File: src/rtl/stream_to_mem_writer_if.sv
// Bundled command, stream, memory-write and status signals of the stream-to-memory writer.
// The slave modport is the writer itself; the master modport is its environment.
interface stream_to_mem_writer_if #(
  parameter int WORD_WIDTH = 8,
  parameter int ADDR_WIDTH = 16,
  parameter int LEN_WIDTH  = 16
) ();
  logic                  cmd_valid;
  logic                  cmd_ready;
  logic [ADDR_WIDTH-1:0] cmd_addr;
  logic [LEN_WIDTH-1:0]  cmd_len;

  logic                  s_valid;
  logic                  s_ready;
  logic [WORD_WIDTH-1:0] s_data;
  logic                  s_last;

  logic                  mem_valid;
  logic                  mem_ready;
  logic [ADDR_WIDTH-1:0] mem_addr;
  logic [WORD_WIDTH-1:0] mem_data;

  logic                  sts_valid;
  logic                  sts_ready;
  logic [LEN_WIDTH-1:0]  sts_count;
  logic                  sts_err;

  modport master (
    output cmd_valid, cmd_addr, cmd_len, s_valid, s_data, s_last, mem_ready, sts_ready,
    input  cmd_ready, s_ready, mem_valid, mem_addr, mem_data, sts_valid, sts_count, sts_err
  );

  modport slave (
    input  cmd_valid, cmd_addr, cmd_len, s_valid, s_data, s_last, mem_ready, sts_ready,
    output cmd_ready, s_ready, mem_valid, mem_addr, mem_data, sts_valid, sts_count, sts_err
  );
endinterface

File: src/rtl/stream_to_mem_writer.sv
// Sinks a valid/ready word stream into consecutive memory word addresses for one command
// (base address, length), then reports words written and whether packet framing matched.
module stream_to_mem_writer #(
  parameter int WORD_WIDTH = 8,
  parameter int ADDR_WIDTH = 16,
  parameter int LEN_WIDTH  = 16
) (
  input  logic                  clk,
  input  logic                  reset_n,
  stream_to_mem_writer_if.slave bus
);

  typedef enum logic [1:0] {
    IDLE   = 2'd0,
    WRITE  = 2'd1,
    DRAIN  = 2'd2,
    STATUS = 2'd3
  } state_t;

  state_t                state_q;
  logic                  cmdReady_q;
  logic                  memValid_q;
  logic [ADDR_WIDTH-1:0] memAddr_q;
  logic [WORD_WIDTH-1:0] memData_q;
  logic                  stsValid_q;
  logic [LEN_WIDTH-1:0]  stsCount_q;
  logic                  stsErr_q;
  logic [ADDR_WIDTH-1:0] wrAddr_q;
  logic [LEN_WIDTH-1:0]  remaining_q;
  logic [LEN_WIDTH-1:0]  count_q;
  logic                  err_q;

  logic [ADDR_WIDTH-1:0] wrAddr_d;
  logic [LEN_WIDTH-1:0]  remaining_d;
  logic [LEN_WIDTH-1:0]  count_d;
  logic                  memHs;
  logic                  sReady;
  logic                  streamHs;
  logic                  lastWord;

  // The output stage may take a new word whenever it is empty or retiring this cycle.
  assign memHs       = memValid_q && bus.mem_ready;
  assign sReady      = (state_q == WRITE) && (!memValid_q || bus.mem_ready);
  assign streamHs    = bus.s_valid && sReady;
  assign lastWord    = (remaining_q == LEN_WIDTH'(1));
  assign wrAddr_d    = wrAddr_q + ADDR_WIDTH'(1);
  assign remaining_d = remaining_q - LEN_WIDTH'(1);
  assign count_d     = count_q + LEN_WIDTH'(1);

  always_ff @(posedge clk or negedge reset_n) begin
    if (!reset_n) begin
      state_q     <= IDLE;
      cmdReady_q  <= 1'b0;
      memValid_q  <= 1'b0;
      memAddr_q   <= '0;
      memData_q   <= '0;
      stsValid_q  <= 1'b0;
      stsCount_q  <= '0;
      stsErr_q    <= 1'b0;
      wrAddr_q    <= '0;
      remaining_q <= '0;
      count_q     <= '0;
      err_q       <= 1'b0;
    end else begin
      case (state_q)
        IDLE: begin
          if (!cmdReady_q) begin
            cmdReady_q <= 1'b1;
          end else if (bus.cmd_valid) begin
            cmdReady_q  <= 1'b0;
            wrAddr_q    <= bus.cmd_addr;
            remaining_q <= bus.cmd_len;
            count_q     <= '0;
            err_q       <= 1'b0;
            if (bus.cmd_len == '0) begin
              stsValid_q <= 1'b1;
              stsCount_q <= '0;
              stsErr_q   <= 1'b0;
              state_q    <= STATUS;
            end else begin
              state_q <= WRITE;
            end
          end
        end

        WRITE: begin
          // A new word overwrites the retiring one when both handshakes coincide.
          if (streamHs) begin
            memValid_q  <= 1'b1;
            memData_q   <= bus.s_data;
            memAddr_q   <= wrAddr_q;
            wrAddr_q    <= wrAddr_d;
            count_q     <= count_d;
            remaining_q <= remaining_d;
            if (lastWord || bus.s_last) begin
              err_q   <= !(lastWord && bus.s_last);
              state_q <= DRAIN;
            end
          end else if (memHs) begin
            memValid_q <= 1'b0;
          end
        end

        DRAIN: begin
          if (!memValid_q || bus.mem_ready) begin
            memValid_q <= 1'b0;
            stsValid_q <= 1'b1;
            stsCount_q <= count_q;
            stsErr_q   <= err_q;
            state_q    <= STATUS;
          end
        end

        STATUS: begin
          if (bus.sts_ready) begin
            stsValid_q <= 1'b0;
            cmdReady_q <= 1'b1;
            state_q    <= IDLE;
          end
        end

        default: state_q <= IDLE;
      endcase
    end
  end

  assign bus.cmd_ready = cmdReady_q;
  assign bus.s_ready   = sReady;
  assign bus.mem_valid = memValid_q;
  assign bus.mem_addr  = memAddr_q;
  assign bus.mem_data  = memData_q;
  assign bus.sts_valid = stsValid_q;
  assign bus.sts_count = stsCount_q;
  assign bus.sts_err   = stsErr_q;

endmodule

File: src/flat_wrapper.sv
// flat-port wrapper written by rule: the top's interface ports become plain ports
module stream_to_mem_writer_flat 
#(
  parameter int WORD_WIDTH = 8,
  parameter int ADDR_WIDTH = 16,
  parameter int LEN_WIDTH  = 16
)
  (clk, reset_n, bus_cmd_valid, bus_cmd_addr, bus_cmd_len, bus_s_valid, bus_s_data, bus_s_last, bus_mem_ready, bus_sts_ready, bus_cmd_ready, bus_s_ready, bus_mem_valid, bus_mem_addr, bus_mem_data, bus_sts_valid, bus_sts_count, bus_sts_err);
  stream_to_mem_writer_if #(.WORD_WIDTH(WORD_WIDTH), .ADDR_WIDTH(ADDR_WIDTH), .LEN_WIDTH(LEN_WIDTH)) bus_i ();
  input  logic clk;
  input  logic reset_n;
  input wire logic [$bits(bus_i.cmd_valid)-1:0] bus_cmd_valid;
  input wire logic [$bits(bus_i.cmd_addr)-1:0] bus_cmd_addr;
  input wire logic [$bits(bus_i.cmd_len)-1:0] bus_cmd_len;
  input wire logic [$bits(bus_i.s_valid)-1:0] bus_s_valid;
  input wire logic [$bits(bus_i.s_data)-1:0] bus_s_data;
  input wire logic [$bits(bus_i.s_last)-1:0] bus_s_last;
  input wire logic [$bits(bus_i.mem_ready)-1:0] bus_mem_ready;
  input wire logic [$bits(bus_i.sts_ready)-1:0] bus_sts_ready;
  output wire logic [$bits(bus_i.cmd_ready)-1:0] bus_cmd_ready;
  output wire logic [$bits(bus_i.s_ready)-1:0] bus_s_ready;
  output wire logic [$bits(bus_i.mem_valid)-1:0] bus_mem_valid;
  output wire logic [$bits(bus_i.mem_addr)-1:0] bus_mem_addr;
  output wire logic [$bits(bus_i.mem_data)-1:0] bus_mem_data;
  output wire logic [$bits(bus_i.sts_valid)-1:0] bus_sts_valid;
  output wire logic [$bits(bus_i.sts_count)-1:0] bus_sts_count;
  output wire logic [$bits(bus_i.sts_err)-1:0] bus_sts_err;
  assign bus_i.cmd_valid = bus_cmd_valid;
  assign bus_i.cmd_addr = bus_cmd_addr;
  assign bus_i.cmd_len = bus_cmd_len;
  assign bus_i.s_valid = bus_s_valid;
  assign bus_i.s_data = bus_s_data;
  assign bus_i.s_last = bus_s_last;
  assign bus_i.mem_ready = bus_mem_ready;
  assign bus_i.sts_ready = bus_sts_ready;
  assign bus_cmd_ready = bus_i.cmd_ready;
  assign bus_s_ready = bus_i.s_ready;
  assign bus_mem_valid = bus_i.mem_valid;
  assign bus_mem_addr = bus_i.mem_addr;
  assign bus_mem_data = bus_i.mem_data;
  assign bus_sts_valid = bus_i.sts_valid;
  assign bus_sts_count = bus_i.sts_count;
  assign bus_sts_err = bus_i.sts_err;
  stream_to_mem_writer #(.WORD_WIDTH(WORD_WIDTH), .ADDR_WIDTH(ADDR_WIDTH), .LEN_WIDTH(LEN_WIDTH)) u_core (.clk(clk), .reset_n(reset_n), .bus(bus_i));
endmodule
File: config.mk
export PLATFORM = sky130hd
export DESIGN_NAME = stream_to_mem_writer_flat
export DESIGN_NICKNAME = d
export VERILOG_FILES = /design/src/rtl/stream_to_mem_writer_if.sv /design/src/rtl/stream_to_mem_writer.sv /design/src/flat_wrapper.sv
export SDC_FILE = /design/constraint.sdc
export NUM_CORES = 1
export LEC_CHECK = 0
export BUFFER_PORTS_ARGS = -buffer_cell sky130_fd_sc_hd__buf_4
export CAP_MARGIN = 10
export CORE_UTILIZATION = 30
export DETAILED_ROUTE_END_ITERATION = 10
export SYNTH_ARGS = -nofsm -noshare
export SYNTH_HDL_FRONTEND = slang
export SYNTH_SLANG_ARGS = --single-unit
File: constraint.sdc
create_clock -name clk -period 2.47 [get_ports clk]
set_input_delay 0.741 -clock clk [delete_from_list [all_inputs] [get_ports clk]]
set_output_delay 0.741 -clock clk [all_outputs]
set_load 0.02 [all_outputs]
* Word-level counts from Yosys, hierarchy flattened
Index checks and enable logic that the tools add are counted.
** Cells by class
- Reductions and logical operators :: 23
- $add $sub $neg :: 3
- Equal/unequal tests :: 12
- Mux-type cells :: 49
** Operators with widths (count)
- $mux W16 :: 13
- $pmux W16 S2 :: 4
- $add A16 B1 Y16 const B :: 2
- $mux W1 :: 19
- $eq A16 B1 Y1 const B :: 1
- $logic_not A16 Y1 :: 1
- $sub A16 B1 Y16 const B :: 1
- $mux W2 :: 7
- $reduce_and A6 Y1 :: 2
- $reduce_and A5 Y1 :: 2
- $ne A2 B1 Y1 const B :: 4
- $pmux W1 S2 :: 4
- $pmux W2 S4 :: 1
- $reduce_bool A2 Y1 :: 4
- $ne A2 B2 Y1 const B :: 3
- $eq A2 B2 Y1 const B :: 2
- $logic_and A1 B1 Y1 :: 4
- $reduce_and A2 Y1 :: 2
- $reduce_and A4 Y1 :: 1
- $ne A3 B1 Y1 const B :: 1
- $pmux W1 S3 :: 1
- $reduce_and A3 Y1 :: 1
- $reduce_bool A3 Y1 :: 1
- $eq A2 B1 Y1 const B :: 1
- other kinds (3) :: 5
** Word-level totals
- Flip-flop bits (word level) :: 95
- Output and inout port bits :: 45
- Input port bits :: 47

* Logic depth before layout (Yosys ltp)
Gate-level depths: netlist (run 1).
- Depth after elaboration :: 6
- Mapped depth :: 8
- Depth with buffers taken out :: 7

* Worst setup path after synthesis (run 1)
Ideal clock, no wire load.
- Path kind :: register -> output
- Start :: register u_core.state_q[1]
- End :: output port bus_s_ready
- Buffers on the path :: 2
- Cell stages (with the launch flop) :: 7
- Data arrival time :: 1.529 ns
- Setup slack :: 0.200 ns
- Cell sequence :: dfrtp_1 inv_1 ha_1 inv_2 clkbuf_1 clkbuf_1 a21oi_1
** Between the ends
- Word-level cells in the longest chain between the ends :: 2
** RTL lines
- start, declared :: line stream_to_mem_writer.sv:20 : state_t state_q;
- start signal, assigned :: line stream_to_mem_writer.sv:52 : state_q <= IDLE;
- start signal, assigned :: line stream_to_mem_writer.sv:79 : state_q <= STATUS;
- start signal, assigned :: line stream_to_mem_writer.sv:81 : state_q <= WRITE;
- $eq A2 B1 Y1 :: line stream_to_mem_writer.sv:43 : assign sReady = (state_q == WRITE) && (!memValid_q || bus.mem_ready);
- $logic_and A1 B1 Y1 :: line stream_to_mem_writer.sv:43
- end, declared :: line flat_wrapper.sv:21 : output wire logic [$bits(bus_i.s_ready)-1:0] bus_s_ready;
No other way between the ends.

* Worst setup path in the final report (run 1)
Ends and elaborated chain as after synthesis.

==> impl_results.md, run 1 <==
- Detailed Place HPWL: 9.28 mm
- CTS root buffer: clkbuf_16
- Post-Route Skew: 8.10 ps
- P_int: 4.57 mW
- Drt wl/cell: 16.6 um
- Worst-path clk slew: 70 ps
- Data arrival, critical path: 1590 ps
- Reg2Reg Setup Slack: 240 ps
- Synth warn: 0
- Total power: 7.84 mW
- Post-synth ARST share: 1.00
- Crit-path leading delay family: buffers and inverters
- Worst Path Class, Setup: register to output port
- Switching power: 3.27 mW
- Die area: 16500 um^2
- Most frequent cells in the layout: 111 x buf_4, 95 x dfrtp_1, 39 x nand2_1
- TNS Setup: 0 ps
- CP max FO: 11
- Cells after Synth: 468
- Post-Syn Area: 4790 um^2
- Io pins: 92
- CP startpoint kind: register
- Syn_nets: 523
- Post-synth top flop: dfrtp_1
- Placer Congestion: 0.883
- Clk sink count: 95
- Final WL: 13.0 mm
- Critical path, cell by cell: inv_1 > ha_2 > inv_2 > buf_4 > a21oi_2 > buf_4
- Largest area contributor in the netlist: dfrtp_1
- Vias in the first global route: 3930
- Core Rows: 45
- CP required: 1730 ps
- Met3 Use GR: 0.0345
- Area delta synth->final: 28.4%
- Die height: 128 um
- Mean Syn Cell Area: 10.2 um^2
- CP peak stage delay: 400 ps
- Post-synth EDFFs: 0
- Initial Utilization: 0.312
- Worst r2r src: u_core.state_q[0]
- Final Hold Fails: 0
- Maximum vdd ir drop: 0.557 mV
- CTS tree: done
- Max Buffers Root-to-Sink: 2
- Post-Place Cell Area: 5840 um^2
- Slowest-stage cell, CP: dfrtp_1
- Leakage power: 2.70 nW
- Reg power frac: 0.352
- Setup violators final: 0
- Met2 Use GR: 0.264
- Commonest non-fill, non-tap cell in the layout: buf_4
- Design area: 6150 um^2
- Critical path endpoint category: output port
- Fillers: 1508
- H-tree level count: 3
- Slew @ Worst Pin: 542 ps
- FMAX: 0.430 GHz
- Final Slew Violations: 0
- Port Buffer Count: 91
- First-pass GRT wire length: 21.0 mm
- DRT iter0 DRCs: 331
- Max-slew headroom: 0.638
- Buf+Inv Stages, Crit Path: 4
- ANT cells: 0
- Synth top area share: 0.496
- Max Cap Viol: 0
- RR Endpoint: u_core.count_q[11]
- Sequential fraction of the synthesis area: 0.496
- Seq cells post-synth: 95
- Global Route Usage Sum: 0.164
- Skew-Pair Late Insertion Delay: 360 ps
- Hold WC Path Type: input port to asynchronous set/reset pin
- Tmin final: 2330 ps
- Outcome: finished, final reports clean
- Fin util: 0.400
- Reg2Reg Depth: 7
- GRT overflow: 0
- Combinational share of power: 0.463
- Core Area: 15400 um^2
- Total Nets Final: 621
- Count of different cell masters after synthesis: 53
- Sw Ratio: 0.417
- Vias: 4132
- Dominant cells by area after synthesis: dfrtp_1 50%, mux2_2 5.9%, a21oi_1 3.4%
- Final period util: 0.942
- GRT met1 Usage: 0.220
- RSZ-0062 raised after global routing: no
- Initial antenna violation count: 0
- Power Dens Cells: 1270 nW/um^2
- DRT Pass-1 Iters: 5
- Die Width: 128 um
- Routed Antenna Nets: 0
- Top cell by count, worst path: buf_4
- Clk pwr share: 0.185
- Share of layout cells above drive strength 1: 0.294
- Drc violations: 0
- Vias/cell: 5.28
- GR peak layer: met2
- Largest net degree at the start of global routing: 96
- CTS Buf Count: 9
-- cell usage after synthesis (2+ instances only) --
library cell	number
dfrtp_1	95
nand2_1	39
nor2_1	22
inv_1	9
and2_1	2
o21ai_0	25
nand3_1	22
o22ai_1	21
a31oi_1	2
clkbuf_1	18
a21o_1	2
xnor2_1	3
mux2i_1	16
or4_1	2
nand4_1	16
nor4_2	2
nor3_1	15
o21a_1	2
xor2_1	6
a21oi_1	33
nor4_1	14
or3_1	6
a22oi_1	3
ha_1	8
buf_2	8
nor3b_1	3
a22o_1	18
and3_1	5
and4_1	3
mux2_2	25
-- area by class of cell --
class	count	area, um^2	area share
well taps	211	264	0.0429
clock buffers	11	243	0.0395
flip-flops and latches	95	2380	0.387
multi-input cells	336	2270	0.369
clock inverters	5	65.1	0.0106
inverters	10	37.5	0.00610
repair buffers	114	893	0.145
-- repair_timing --
action | CTS | global route
hold buffers | 0 | 0
buffers inserted | 0 | 0
gates resized for setup | 0 | 2
setup endpoints to repair | 0 | 1
endpoints found under the hold margin | 0 | 0
-- metrics by stage --
step | setup WS [ps] | instances | hold slack [ps]
floorplan | 200 | 468 | 445
global route | 44.2 | 782 | 482
CTS | 67.2 | 782 | 461
finish | 143 | 782 | 401
global placement | 149 | 766 | 490
detailed placement | 131 | 766 | 490
-- cell families (layout without fill, tap and decap cells) --
group,Yosys count,after routing,share of synthesized area
mux,42,42,0.0953
xor+xnor,9,9,0.0165
buf+inv,37,140,0.0313
simple gates,157,157,0.176
compound gates,120,120,0.164
flops,95,95,0.496
fa+ha+maj,8,8,0.0209
-- registers in the layout (all words and copies together) (netlist names) --
name                  flops
u_core.bus.sts_count     16
u_core.count_q           16
u_core.bus.mem_data       8
u_core.bus.sts_valid      1
u_core.bus.mem_addr      16
u_core.bus.mem_valid      1
u_core.wrAddr_q          16
u_core.remaining_q       16
u_core.bus.sts_err        1
u_core.state_q            2
u_core.bus.cmd_ready      1
u_core.err_q              1
-- power by group through the flow --
stage | clock, mW | sequential [mW] | combinational [mW]
finish | 1.45 | 2.76 | 3.63
global route | 1.54 | 2.85 | 3.96
CTS | 1.49 | 2.75 | 3.66
detailed placement | 0 | 2.78 | 3.65
global placement | 0 | 2.75 | 3.58
floorplan | 0 | 2.88 | 2.14
-- layer usage --
metal | vias to the layer above | share of wire | wire length, um
met1 | 2038 | 0.45 | 5840
li1 | 1955 | - | -
met2 | 123 | 0.48 | 6240
met3 | 16 | 0.055 | 710
met5 | - | 0 | 0
met4 | 0 | 0.017 | 223
-- how the worst max path moves through the flow --
stage | cells past startpoint | slack, ps | from | to
3_5_place_dp | 7 | 130 | bus_cmd_len[10] | u_core.bus.sts_count[9]
6_report | 6 | 140 | u_core.state_q[1] | bus_s_ready
2_1_floorplan | 6 | 200 | u_core.state_q[1] | bus_s_ready
5_1_grt | 6 | 40 | u_core.state_q[1] | bus_s_ready
4_1_cts | 6 | 70 | u_core.state_q[1] | bus_s_ready
3_3_place_gp | 7 | 150 | bus_cmd_len[10] | u_core.bus.sts_count[5]
(Power assumes the default switching activity.)
==> run 2: changes to the inputs <==
Settings changed: CELL_PAD_IN_SITES_DETAIL_PLACEMENT set to 0, CELL_PAD_IN_SITES_GLOBAL_PLACEMENT set to 1, PLACE_DENSITY_LB_ADDON set to 0.1.
==> run 2 against run 1 <==
First-iteration DRC count decreased by 38%; clock-buffer cell count decreased by 2; critical endpoint unchanged; worst hold slack got worse by 160 ps; critical path depth unchanged; utilization increased by 0.18 points; setup slack got worse by 6.9 ps; wire length increased by 3.9%; non-clock buffer count increased by 2; die area unchanged; combinational power increased by 2%; clock skew decreased by 1.2 ps.
==> impl_results.md, run 2 (synthesis results as in run 1) <==
- CTS Buf Count: 9 (unchanged)
- CTS root buffer: clkbuf_16
- Core Area: 15400 um^2 (unchanged)
- RSZ-0062 raised after global routing: no
- Final period util: 0.945 (+0.00280)
- H-tree level count: 3 (unchanged)
- Switching power: 3.30 mW (+0.96%)
- CP required: 1730 ps (about the same)
- Post-CTS Setup Bufs: 0 (unchanged)
- Most frequent cells in the layout: 111 x buf_4, 95 x dfrtp_1, 39 x nand2_1
- Maximum vdd ir drop: 0.436 mV (-22%)
- FMAX: 0.429 GHz (-0.30%)
- Detailed Place HPWL: 9.91 mm (+6.7%)
- Clk pwr share: 0.181 (-0.004)
- CTS tree: done
- Worst Path Class, Setup: register to output port
- Max Buffers Root-to-Sink: 2 (unchanged)
- Die height: 128 um (unchanged)
- Sw Ratio: 0.419 (+0.00197)
- Share of layout cells above drive strength 1: 0.295 (+0.000718)
- Cts repair resizes: 0 (unchanged)
- Placer Congestion: 0.902 (+2.2%)
- Leakage power: 2.72 nW (+0.64%)
- CP startpoint kind: register
- Combinational share of power: 0.472 (+0.009)
- Power Dens Cells: 1280 nW/um^2 (about the same)
- Tmin final: 2330 ps (+6.93 ps)
- Setup violators final: 0 (unchanged)
- Post-Route Skew: 6.93 ps (-1.18 ps)
- Reg power frac: 0.347 (-0.005)
- Port Buffer Count: 91 (unchanged)
- Hold WC Path Type: input port to asynchronous set/reset pin
- Fillers: 1518 (+0.66%)
- Worst-path clk slew: 70 ps (about the same)
- Final Slew Violations: 0 (unchanged)
- Die area: 16500 um^2 (unchanged)
- Vias/cell: 5.14 (-2.7%)
- P_int: 4.58 mW (+0.15%)
- Initial Utilization: 0.312 (unchanged)
- Vias in the first global route: 4029 (+2.5%)
- Io pins: 92 (unchanged)
- Max Cap Viol: 0 (unchanged)
- DRT Pass-1 Iters: 5 (unchanged)
- Total power: 7.88 mW (+0.49%)
- Skew-Pair Late Insertion Delay: 350 ps (about the same)
- Outcome: finished, final reports clean
- Core Rows: 45 (unchanged)
- Die Width: 128 um (unchanged)
- ANT cells: 0 (unchanged)
- Initial antenna violation count: 0 (unchanged)
- First-pass GRT wire length: 22.2 mm (+5.6%)
- GRT overflow: 0 (unchanged)
- Largest net degree at the start of global routing: 56 (-42%)
- Drt wl/cell: 17.3 um (+3.7%)
- Global Route Usage Sum: 0.176 (+0.0111)
- Total Nets Final: 623 (+0.32%)
- Routed Antenna Nets: 0 (unchanged)
- Area delta synth->final: 28.9%
- Max-slew headroom: 0.649 (+0.0102)
- CP max FO: 23 (+12)
- Clk sink count: 95 (unchanged)
- Commonest non-fill, non-tap cell in the layout: buf_4
- TNS Setup: 0 ps (unchanged)
- Final Hold Fails: 0 (unchanged)
- Drc violations: 0 (unchanged)
- Final WL: 13.5 mm (+3.9%)
- DRT iter0 DRCs: 206 (-38%)
- Critical path endpoint category: output port
- Vias: 4029 (-2.5%)
- Slew @ Worst Pin: 522 ps (-20.1 ps)
- Data arrival, critical path: 1590 ps (about the same)
- CTS Hold Bufs: 0 (unchanged)
## run 2: cell count changes in the layout (fill, tap and decap cells not counted), sizes merged
cell / before / now
clkbuf: 11 / 9
inv: 11 / 13
buf: 114 / 116
## run 2: power by group through the flow
stage / sequential, mW / clock, mW / combinational, mW
global route: 2.85 / 1.55 / 4.10
detailed placement: 2.76 / 0 / 3.75
finish: 2.73 / 1.43 / 3.72
global placement: 2.74 / 0 / 3.72
floorplan: 2.88 / 0 / 2.14
CTS: 2.73 / 1.49 / 3.76
## run 2: layout make-up
type                       count  area [um^2]  share of cell area
multi-input combinational    336         2270               0.368
clock buffer                   9          225              0.0365
tap                          211          264              0.0427
sequential                    95         2380               0.385
clock inverter                 7         77.6              0.0126
timing repair buffer         116          925               0.150
inverter                      10         37.5             0.00608
## run 2: path summary, 6_finish.rpt
kind	startpoint	endpoint	slack, ps	cells past startpoint
max in group asynchronous	reset_n	u_core.remaining_q[4]	1590	2
max reg2reg	u_core.remaining_q[1]	u_core.state_q[0]	240	7
min in group clk	u_core.bus.sts_valid	u_core.bus.sts_valid	500	1
max	u_core.state_q[1]	bus_s_ready	140	6
min	reset_n	u_core.bus.mem_addr[3]	250	1
min reg2reg	u_core.bus.sts_valid	u_core.bus.sts_valid	500	1
## run 2: critical path, stage by stage (launching register included)
cell     delay (ps)
dfrtp_1         400
inv_1           110
ha_1            200
inv_2            70
buf_6           180
a21oi_1         140
buf_4           160
## run 2: metal layers
metal | global-route usage | wire (um) | vias up
li1 | - | - | 1956
met1 | 0.238 | 6260 | 1976
met2 | 0.284 | 6560 | 91
met3 | 0.0378 | 602 | 6
met4 | 0.0478 | 104 | 0
met5 | 0 | 0 | -
## run 2: metrics by stage
stage / instance area [um^2] / hold WS [ps] / instances / utilization / setup slack [ps]
2_1_floorplan: 4790 / 445 / 468 / - / 200
3_3_place_gp: 5860 / 489 / 768 / 0.381 / 87.4
3_5_place_dp: 5860 / 480 / 768 / 0.381 / 100
4_1_cts: 6170 / 241 / 784 / 0.401 / 68.6
5_1_grt: 6180 / 244 / 784 / 0.402 / 27.6
6_report: 6180 / 245 / 784 / 0.402 / 136
